===== src/rtl/display_time_decoder_pkg.sv =====
// Shared constants, types and helpers for the seven-segment time read-back block.
package display_time_decoder_pkg;

   localparam int unsigned SEG_W  = 7;
   localparam int unsigned BCD_W  = 4;
   localparam int unsigned DIGITS = 6;
   localparam int unsigned WORD_W = SEG_W * DIGITS;
   localparam int unsigned IDX_W  = 3;
   localparam int unsigned OFS_W  = 6;

   // Active-low gfedcba patterns for the decimal digits.
   localparam logic [SEG_W-1:0] SEG_0 = 7'b1000000;
   localparam logic [SEG_W-1:0] SEG_1 = 7'b1111001;
   localparam logic [SEG_W-1:0] SEG_2 = 7'b0100100;
   localparam logic [SEG_W-1:0] SEG_3 = 7'b0110000;
   localparam logic [SEG_W-1:0] SEG_4 = 7'b0011001;
   localparam logic [SEG_W-1:0] SEG_5 = 7'b0010010;
   localparam logic [SEG_W-1:0] SEG_6 = 7'b0000011;
   localparam logic [SEG_W-1:0] SEG_7 = 7'b1111000;
   localparam logic [SEG_W-1:0] SEG_8 = 7'b0000000;
   localparam logic [SEG_W-1:0] SEG_9 = 7'b0011000;

   typedef enum logic [1:0] {
      ST_IDLE   = 2'd0,
      ST_STABLE = 2'd1,
      ST_DECODE = 2'd2,
      ST_CHECK  = 2'd3
   } state_e;

   localparam logic [1:0] ERR_NONE    = 2'b00;
   localparam logic [1:0] ERR_SEG     = 2'b01;
   localparam logic [1:0] ERR_RANGE   = 2'b10;
   localparam logic [1:0] ERR_TIMEOUT = 2'b11;

   // Bit offset of each field in decode order: S units, S tens, M units, M tens, H units, H tens.
   localparam logic [OFS_W-1:0] OFS_S_UNITS = 6'd0;
   localparam logic [OFS_W-1:0] OFS_S_TENS  = 6'd7;
   localparam logic [OFS_W-1:0] OFS_M_UNITS = 6'd14;
   localparam logic [OFS_W-1:0] OFS_M_TENS  = 6'd21;
   localparam logic [OFS_W-1:0] OFS_H_UNITS = 6'd28;
   localparam logic [OFS_W-1:0] OFS_H_TENS  = 6'd35;

   // Map a digit index to the LSB of its field in the display word.
   function automatic logic [OFS_W-1:0] field_lsb(input logic [IDX_W-1:0] idx);
      logic [OFS_W-1:0] ofs;
      case (idx)
         3'd0:    ofs = OFS_S_UNITS;
         3'd1:    ofs = OFS_S_TENS;
         3'd2:    ofs = OFS_M_UNITS;
         3'd3:    ofs = OFS_M_TENS;
         3'd4:    ofs = OFS_H_UNITS;
         default: ofs = OFS_H_TENS;
      endcase
      return ofs;
   endfunction

   // tens*10 + units using shifts only.
   function automatic logic [6:0] bcd_pair(input logic [BCD_W-1:0] tens, input logic [BCD_W-1:0] units);
      return (7'(tens) << 3) + (7'(tens) << 1) + 7'(units);
   endfunction

endpackage


===== src/rtl/display_time_decoder_seg7_to_bcd.sv =====
// Combinational seven-segment pattern to BCD digit decoder with legality flag.
module seg7_to_bcd
   import display_time_decoder_pkg::*;
(
   input  logic [SEG_W-1:0] seg_i,
   output logic [BCD_W-1:0] digit_o,
   output logic             legal_o
);

   // Exact-match lookup; anything outside the ten codes is illegal.
   always_comb begin
      digit_o = 4'd0;
      legal_o = 1'b1;
      case (seg_i)
         SEG_0:   digit_o = 4'd0;
         SEG_1:   digit_o = 4'd1;
         SEG_2:   digit_o = 4'd2;
         SEG_3:   digit_o = 4'd3;
         SEG_4:   digit_o = 4'd4;
         SEG_5:   digit_o = 4'd5;
         SEG_6:   digit_o = 4'd6;
         SEG_7:   digit_o = 4'd7;
         SEG_8:   digit_o = 4'd8;
         SEG_9:   digit_o = 4'd9;
         default: legal_o = 1'b0;
      endcase
   end

endmodule


===== src/rtl/display_time_decoder.sv =====
// Recovers binary HH:MM:SS from the six-digit seven-segment display word.
module display_time_decoder
   import display_time_decoder_pkg::*;
#(
   parameter int unsigned STABLE_SAMPLES = 3,
   parameter int unsigned TIMEOUT_CYCLES = 255
) (
   input  logic              clock,
   input  logic              reset,
   input  logic [WORD_W-1:0] display,
   input  logic              sample_en,
   output logic              busy,
   output logic [4:0]        hr,
   output logic [5:0]        min,
   output logic [5:0]        sec,
   output logic              time_valid,
   output logic              time_error,
   output logic [1:0]        err_code
);

   localparam int unsigned STAB_W = $clog2(STABLE_SAMPLES + 1);
   localparam int unsigned TMO_W  = $clog2(TIMEOUT_CYCLES + 1);

   state_e                         state_q, state_d;
   logic [WORD_W-1:0]              shadow_q, shadow_d;
   logic [STAB_W-1:0]              stab_q, stab_d;
   logic [TMO_W-1:0]               tmo_q, tmo_d;
   logic [IDX_W-1:0]               idx_q, idx_d;
   logic [DIGITS-1:0][BCD_W-1:0]   digits_q, digits_d;
   logic                           seg_err_q, seg_err_d;
   logic                           busy_q, busy_d;
   logic [4:0]                     hr_q, hr_d;
   logic [5:0]                     min_q, min_d;
   logic [5:0]                     sec_q, sec_d;
   logic                           valid_q, valid_d;
   logic                           error_q, error_d;
   logic [1:0]                     err_q, err_d;

   logic [SEG_W-1:0]  field_c;
   logic [BCD_W-1:0]  bcd_c;
   logic              legal_c;
   logic [STAB_W-1:0] stab_inc_c;
   logic [TMO_W-1:0]  tmo_inc_c;
   logic              range_err_c;

   assign field_c    = shadow_q[field_lsb(idx_q) +: SEG_W];
   assign stab_inc_c = stab_q + STAB_W'(1);
   assign tmo_inc_c  = tmo_q + TMO_W'(1);
   assign range_err_c = (digits_q[1] > 4'd5) || (digits_q[3] > 4'd5) ||
                        (digits_q[5] > 4'd2) ||
                        ((digits_q[5] == 4'd2) && (digits_q[4] > 4'd3));

   seg7_to_bcd u_seg7_to_bcd (
      .seg_i   (field_c),
      .digit_o (bcd_c),
      .legal_o (legal_c)
   );

   // Next-state and output logic for the sample/stabilise/decode/check sequence.
   always_comb begin
      state_d   = state_q;
      shadow_d  = shadow_q;
      stab_d    = stab_q;
      tmo_d     = tmo_q;
      idx_d     = idx_q;
      digits_d  = digits_q;
      seg_err_d = seg_err_q;
      busy_d    = busy_q;
      hr_d      = hr_q;
      min_d     = min_q;
      sec_d     = sec_q;
      err_d     = err_q;
      valid_d   = 1'b0;
      error_d   = 1'b0;
      case (state_q)
         ST_IDLE: begin
            if (sample_en) begin
               shadow_d = display;
               stab_d   = '0;
               tmo_d    = '0;
               busy_d   = 1'b1;
               state_d  = ST_STABLE;
            end
         end
         ST_STABLE: begin
            tmo_d = tmo_inc_c;
            if (tmo_inc_c == TMO_W'(TIMEOUT_CYCLES)) begin
               error_d = 1'b1;
               err_d   = ERR_TIMEOUT;
               busy_d  = 1'b0;
               state_d = ST_IDLE;
            end else if (display == shadow_q) begin
               stab_d = stab_inc_c;
               if (stab_inc_c == STAB_W'(STABLE_SAMPLES)) begin
                  idx_d     = '0;
                  seg_err_d = 1'b0;
                  state_d   = ST_DECODE;
               end
            end else begin
               shadow_d = display;
               stab_d   = '0;
            end
         end
         ST_DECODE: begin
            digits_d[idx_q] = bcd_c;
            if (!legal_c) seg_err_d = 1'b1;
            if (idx_q == IDX_W'(DIGITS - 1)) state_d = ST_CHECK;
            else                             idx_d   = idx_q + IDX_W'(1);
         end
         ST_CHECK: begin
            busy_d  = 1'b0;
            state_d = ST_IDLE;
            if (seg_err_q) begin
               error_d = 1'b1;
               err_d   = ERR_SEG;
            end else if (range_err_c) begin
               error_d = 1'b1;
               err_d   = ERR_RANGE;
            end else begin
               sec_d   = 6'(bcd_pair(digits_q[1], digits_q[0]));
               min_d   = 6'(bcd_pair(digits_q[3], digits_q[2]));
               hr_d    = 5'(bcd_pair(digits_q[5], digits_q[4]));
               err_d   = ERR_NONE;
               valid_d = 1'b1;
            end
         end
         default: state_d = ST_IDLE;
      endcase
   end

   // State and output registers with synchronous reset.
   always_ff @(posedge clock) begin
      if (reset) begin
         state_q   <= ST_IDLE;
         shadow_q  <= '0;
         stab_q    <= '0;
         tmo_q     <= '0;
         idx_q     <= '0;
         digits_q  <= '0;
         seg_err_q <= 1'b0;
         busy_q    <= 1'b0;
         hr_q      <= '0;
         min_q     <= '0;
         sec_q     <= '0;
         valid_q   <= 1'b0;
         error_q   <= 1'b0;
         err_q     <= ERR_NONE;
      end else begin
         state_q   <= state_d;
         shadow_q  <= shadow_d;
         stab_q    <= stab_d;
         tmo_q     <= tmo_d;
         idx_q     <= idx_d;
         digits_q  <= digits_d;
         seg_err_q <= seg_err_d;
         busy_q    <= busy_d;
         hr_q      <= hr_d;
         min_q     <= min_d;
         sec_q     <= sec_d;
         valid_q   <= valid_d;
         error_q   <= error_d;
         err_q     <= err_d;
      end
   end

   assign busy       = busy_q;
   assign hr         = hr_q;
   assign min        = min_q;
   assign sec        = sec_q;
   assign time_valid = valid_q;
   assign time_error = error_q;
   assign err_code   = err_q;

endmodule


===== config.mk =====
export PLATFORM = sky130hd
export DESIGN_NAME = display_time_decoder
export DESIGN_NICKNAME = d
export VERILOG_FILES = /design/src/rtl/display_time_decoder_pkg.sv /design/src/rtl/display_time_decoder_seg7_to_bcd.sv /design/src/rtl/display_time_decoder.sv
export SDC_FILE = /design/constraint.sdc
export NUM_CORES = 1
export LEC_CHECK = 0
export CORE_ASPECT_RATIO = 0.8
export CORE_MARGIN = 3
export CORE_UTILIZATION = 60
export CTS_BUF_LIST = sky130_fd_sc_hd__clkbuf_16
export CTS_CLUSTER_DIAMETER = 120
export DETAILED_ROUTE_END_ITERATION = 16
export PLACE_DENSITY_LB_ADDON = 0.08
export SLEW_MARGIN = 30
export SYNTH_ARGS = -nofsm -noshare
export SYNTH_HDL_FRONTEND = slang
export SYNTH_SLANG_ARGS = --single-unit

===== constraint.sdc =====
create_clock -name clock -period 5.81 [get_ports clock]
set_clock_uncertainty 0.05 [all_clocks]
set_input_delay 1.4525 -clock clock [delete_from_list [all_inputs] [get_ports clock]]
set_output_delay 1.4525 -clock clock [all_outputs]
set_load 0.01 [all_outputs]

==> out/qor.csv <==
metric,value,unit
status,"complete, no violations",
first_global_vias,5283,
synth-seq-cells,104,
worstRegToRegCells,11,
hold_path.class,reg -> reg,
drv_cap,0,
cts.sinks,104,
viasPerCell,6.02,
cts_tree,yes,
gr-total-overflow,0,
die_area,0.0120,mm²
crit_chain,inv_1 > ha_1 > a211oi_4 > buf_4 > mux2_1 > o2111ai_1 > o22ai_1 > nor3_1 > and4_1 > or3_1 > o41ai_2,
async_flop_share,0,%
dr.pass1.iters,5,
grt_antenna_before_repair,0,
worst_pin_slew,0.989,ns
yosysSeqAreaShare,32.5,%
start_kind,flip-flop,
hold_buffers,0,
drive_gt1_share,8.07,%
hold_start,min[3]$_SDFFE_PP0P_,
yosysWarningCount,0,
grt_busiest_layer,met2,
hold_viol,0,
power.leakage,2.97,nW
hold_path_end,min[3]$_SDFFE_PP0P_,
fill_cells,810,
diodes,0,
yosysUniqueCellTypes,74,
max_freq,0.209,GHz
vias,5398,
root_buffer,clkbuf_16,
drt_iter0_markers,336,
worst-r2r-setup-slack,1.02,ns
holdPathStages,2,
seq_area,0.00208,mm²
h-tree-depth,3,
grt_pass1_wl,27.0,mm
irDropWorstVdd,177,µV
grtUsageMet2,42.5,%
reg2reg_to,seg_err_q$_SDFFE_PP0P_,
arrival,4.95,ns
drcViolationCount,0,
clockBufferDepth,2,
yosys_most_used_dff,dfxtp_1,
wl_per_cell,18.1,µm
slew_headroom,34.1,%
met1_usage,39.9,%
row_count,33,
fp.dieH,98.4,µm
critPathCaptureType,flip-flop,
cp_slowest_cell,dfxtp_1,
start_util,62.1,%
clkTransAtPathRegs,0.07,ns
slew_violations,0,
finalCriticalPeriod,4.79,ns
clock_latency,0.34,ns
drt-total-wl,16.2,mm
track_usage,28.0,%
hpwl,12.2,mm
synth_nets,778,
syn_avg_cell_area,9.10,µm²
final_nets,826,
setup_viol,0,
area_growth,15.3,%
finalSetupTns,0,ns
synthCells,704,
utilization,71.6,%
postCtsSetupBuffers,0,
portBuffers,66,
pwr_density_cell,212,mW/mm²
core,0.0103,mm²
use_met3,8.72,%
crit_path_max_fanout,22,
netlist_area,0.00641,mm²
rr_startpoint,idx_q[2]$_SDFFE_PP0P_,
critPathBufInv,2,
synth_edf_count,0,
crit_required,5.97,ns
cpLargestDelayFamily,compound AO/OA/AOI/OAI gates,
cts_inserted_buffers,9,
multi_input_area,0.00408,mm²
ant_nets,0,
rsz0062_at_grt,no,
io_pins,67,
criticalPathCategory,reg -> reg,
grt_max_degree,107,
globalplace.congestion,0.925,
final.period_utilization,82.5,%
critPathMaxStageDelay,0.75,ns
cts_resized,0,
die_w,122,µm
[report_power, final]
group / switching (mW) / internal (mW)
clock: 0.262 / 0.287
sequential: 0.0414 / 0.739
combinational: 0.122 / 0.117
total: 0.426 / 1.14
[cells in the mapped netlist (all sizes together), types with 11 or more instances]
cell      n  share of area [%]
nand2    53                3.1
ha       23                4.5
a211oi   19                2.4
inv      11               0.64
xnor2    44                6.0
nor3b    11                1.3
clkbuf   26                1.5
nor4     11                1.1
dfxtp   104                 32
nor2    105                6.3
mux2i    69                 11
a21oi    38                3.0
xor2     11                1.5
nor3     18                1.5
mux4     11                3.9
buf      14                1.9
[layout by cell type (no fill, tap or decap), types with 11 or more instances in the layout]
cell               n
nor2_1           104
a211oi_1          18
ha_1              23
dfxtp_1          104
a21oi_1           37
nand2_1           53
xor2_1            11
clkdlybuf4s50_1   65
xnor2_1           44
mux2i_1           69
nor3_1            16
buf_4             11
nor3b_1           11
inv_1             11
[stage by stage]
| stage | hold WS, ns | std cells | cell area (µm²) | worst slack (ns) | power [mW] |
|---|---|---|---|---|---|
| after CTS | 0.409 | 896 | 7390 | 1.09 | 1.57 |
| after detailed placement | 0.400 | 881 | 7130 | 1.09 | 1.03 |
| after global routing | 0.424 | 896 | 7390 | 0.605 | 1.64 |
| after floorplan | 0.377 | 704 | 6410 | 2.34 | 0.942 |
| final | 0.406 | 896 | 7390 | 1.02 | 1.57 |
| after global placement | 0.382 | 881 | 7120 | 1.19 | 1.02 |
[worst reg2reg max path, cell delays in order (launching register included)]
cell and delay (ns):
dfxtp_1 0.75, inv_1 0.30, ha_1 0.41, a211oi_4 0.68, buf_4 0.34, mux2_1 0.16, o2111ai_1 0.13, o22ai_1 0.59
nor3_1 0.19, and4_1 0.30, or3_1 0.35, o41ai_2 0.42
[cell type report]
| type | count | share of cell area [%] |
|---|---|---|
| Sequential cell | 104 | 28.2 |
| Multi-Input combinational cell | 548 | 55.2 |
| Timing Repair Buffer | 77 | 10.1 |
| Tap cell | 140 | 2.37 |
| Inverter | 12 | 0.609 |
| Clock buffer | 9 | 3.05 |
| Clock inverter | 6 | 0.491 |
[logic make-up (layout without fill, tap and decap cells)]
family,after synthesis,after routing,synth area share (%)
DFF,104,104,32.5
buffers and inverters,52,104,4.16
xor gates and xnor gates,55,55,7.52
and+or+nand+nor,251,251,18.6
AOI/OAI and AO/OA,127,127,15.1
muxes,86,86,15.8
adders and majority gates,29,29,6.36
[flip-flops by register name, summed over array words and instances (netlist names), 2 cells and up, named ones only]
signal	cells
shadow_q	42
digits_q	24
tmo_q	8
min	6
sec	6
hr	5
idx_q	3
err_code	2
stab_q	2
[how the worst max path moves through the flow]
stage / from / endpoint / slack (ns) / cells past startpoint
final: idx_q[2]$_SDFFE_PP0P_ / seg_err_q$_SDFFE_PP0P_ / 1.02 / 11
after global routing: idx_q[2]$_SDFFE_PP0P_ / digits_q[9]$_SDFFE_PP0P_ / 0.61 / 11
after CTS: idx_q[2]$_SDFFE_PP0P_ / seg_err_q$_SDFFE_PP0P_ / 1.09 / 11
after detailed placement: idx_q[2]$_SDFFE_PP0P_ / seg_err_q$_SDFFE_PP0P_ / 1.09 / 11
after global placement: idx_q[2]$_SDFFE_PP0P_ / seg_err_q$_SDFFE_PP0P_ / 1.19 / 11
after floorplan: idx_q[0]$_SDFFE_PP0P_ / seg_err_q$_SDFFE_PP0P_ / 2.34 / 13
[layer usage]
layer | part of all wire, % | vias up
li1 | - | 2641
met3 | 7.6 | 23
met2 | 44 | 155
met5 | 0 | -
met4 | 1.2 | 0
met1 | 47 | 2579
Note: power is estimated with default switching activity, not from simulation.
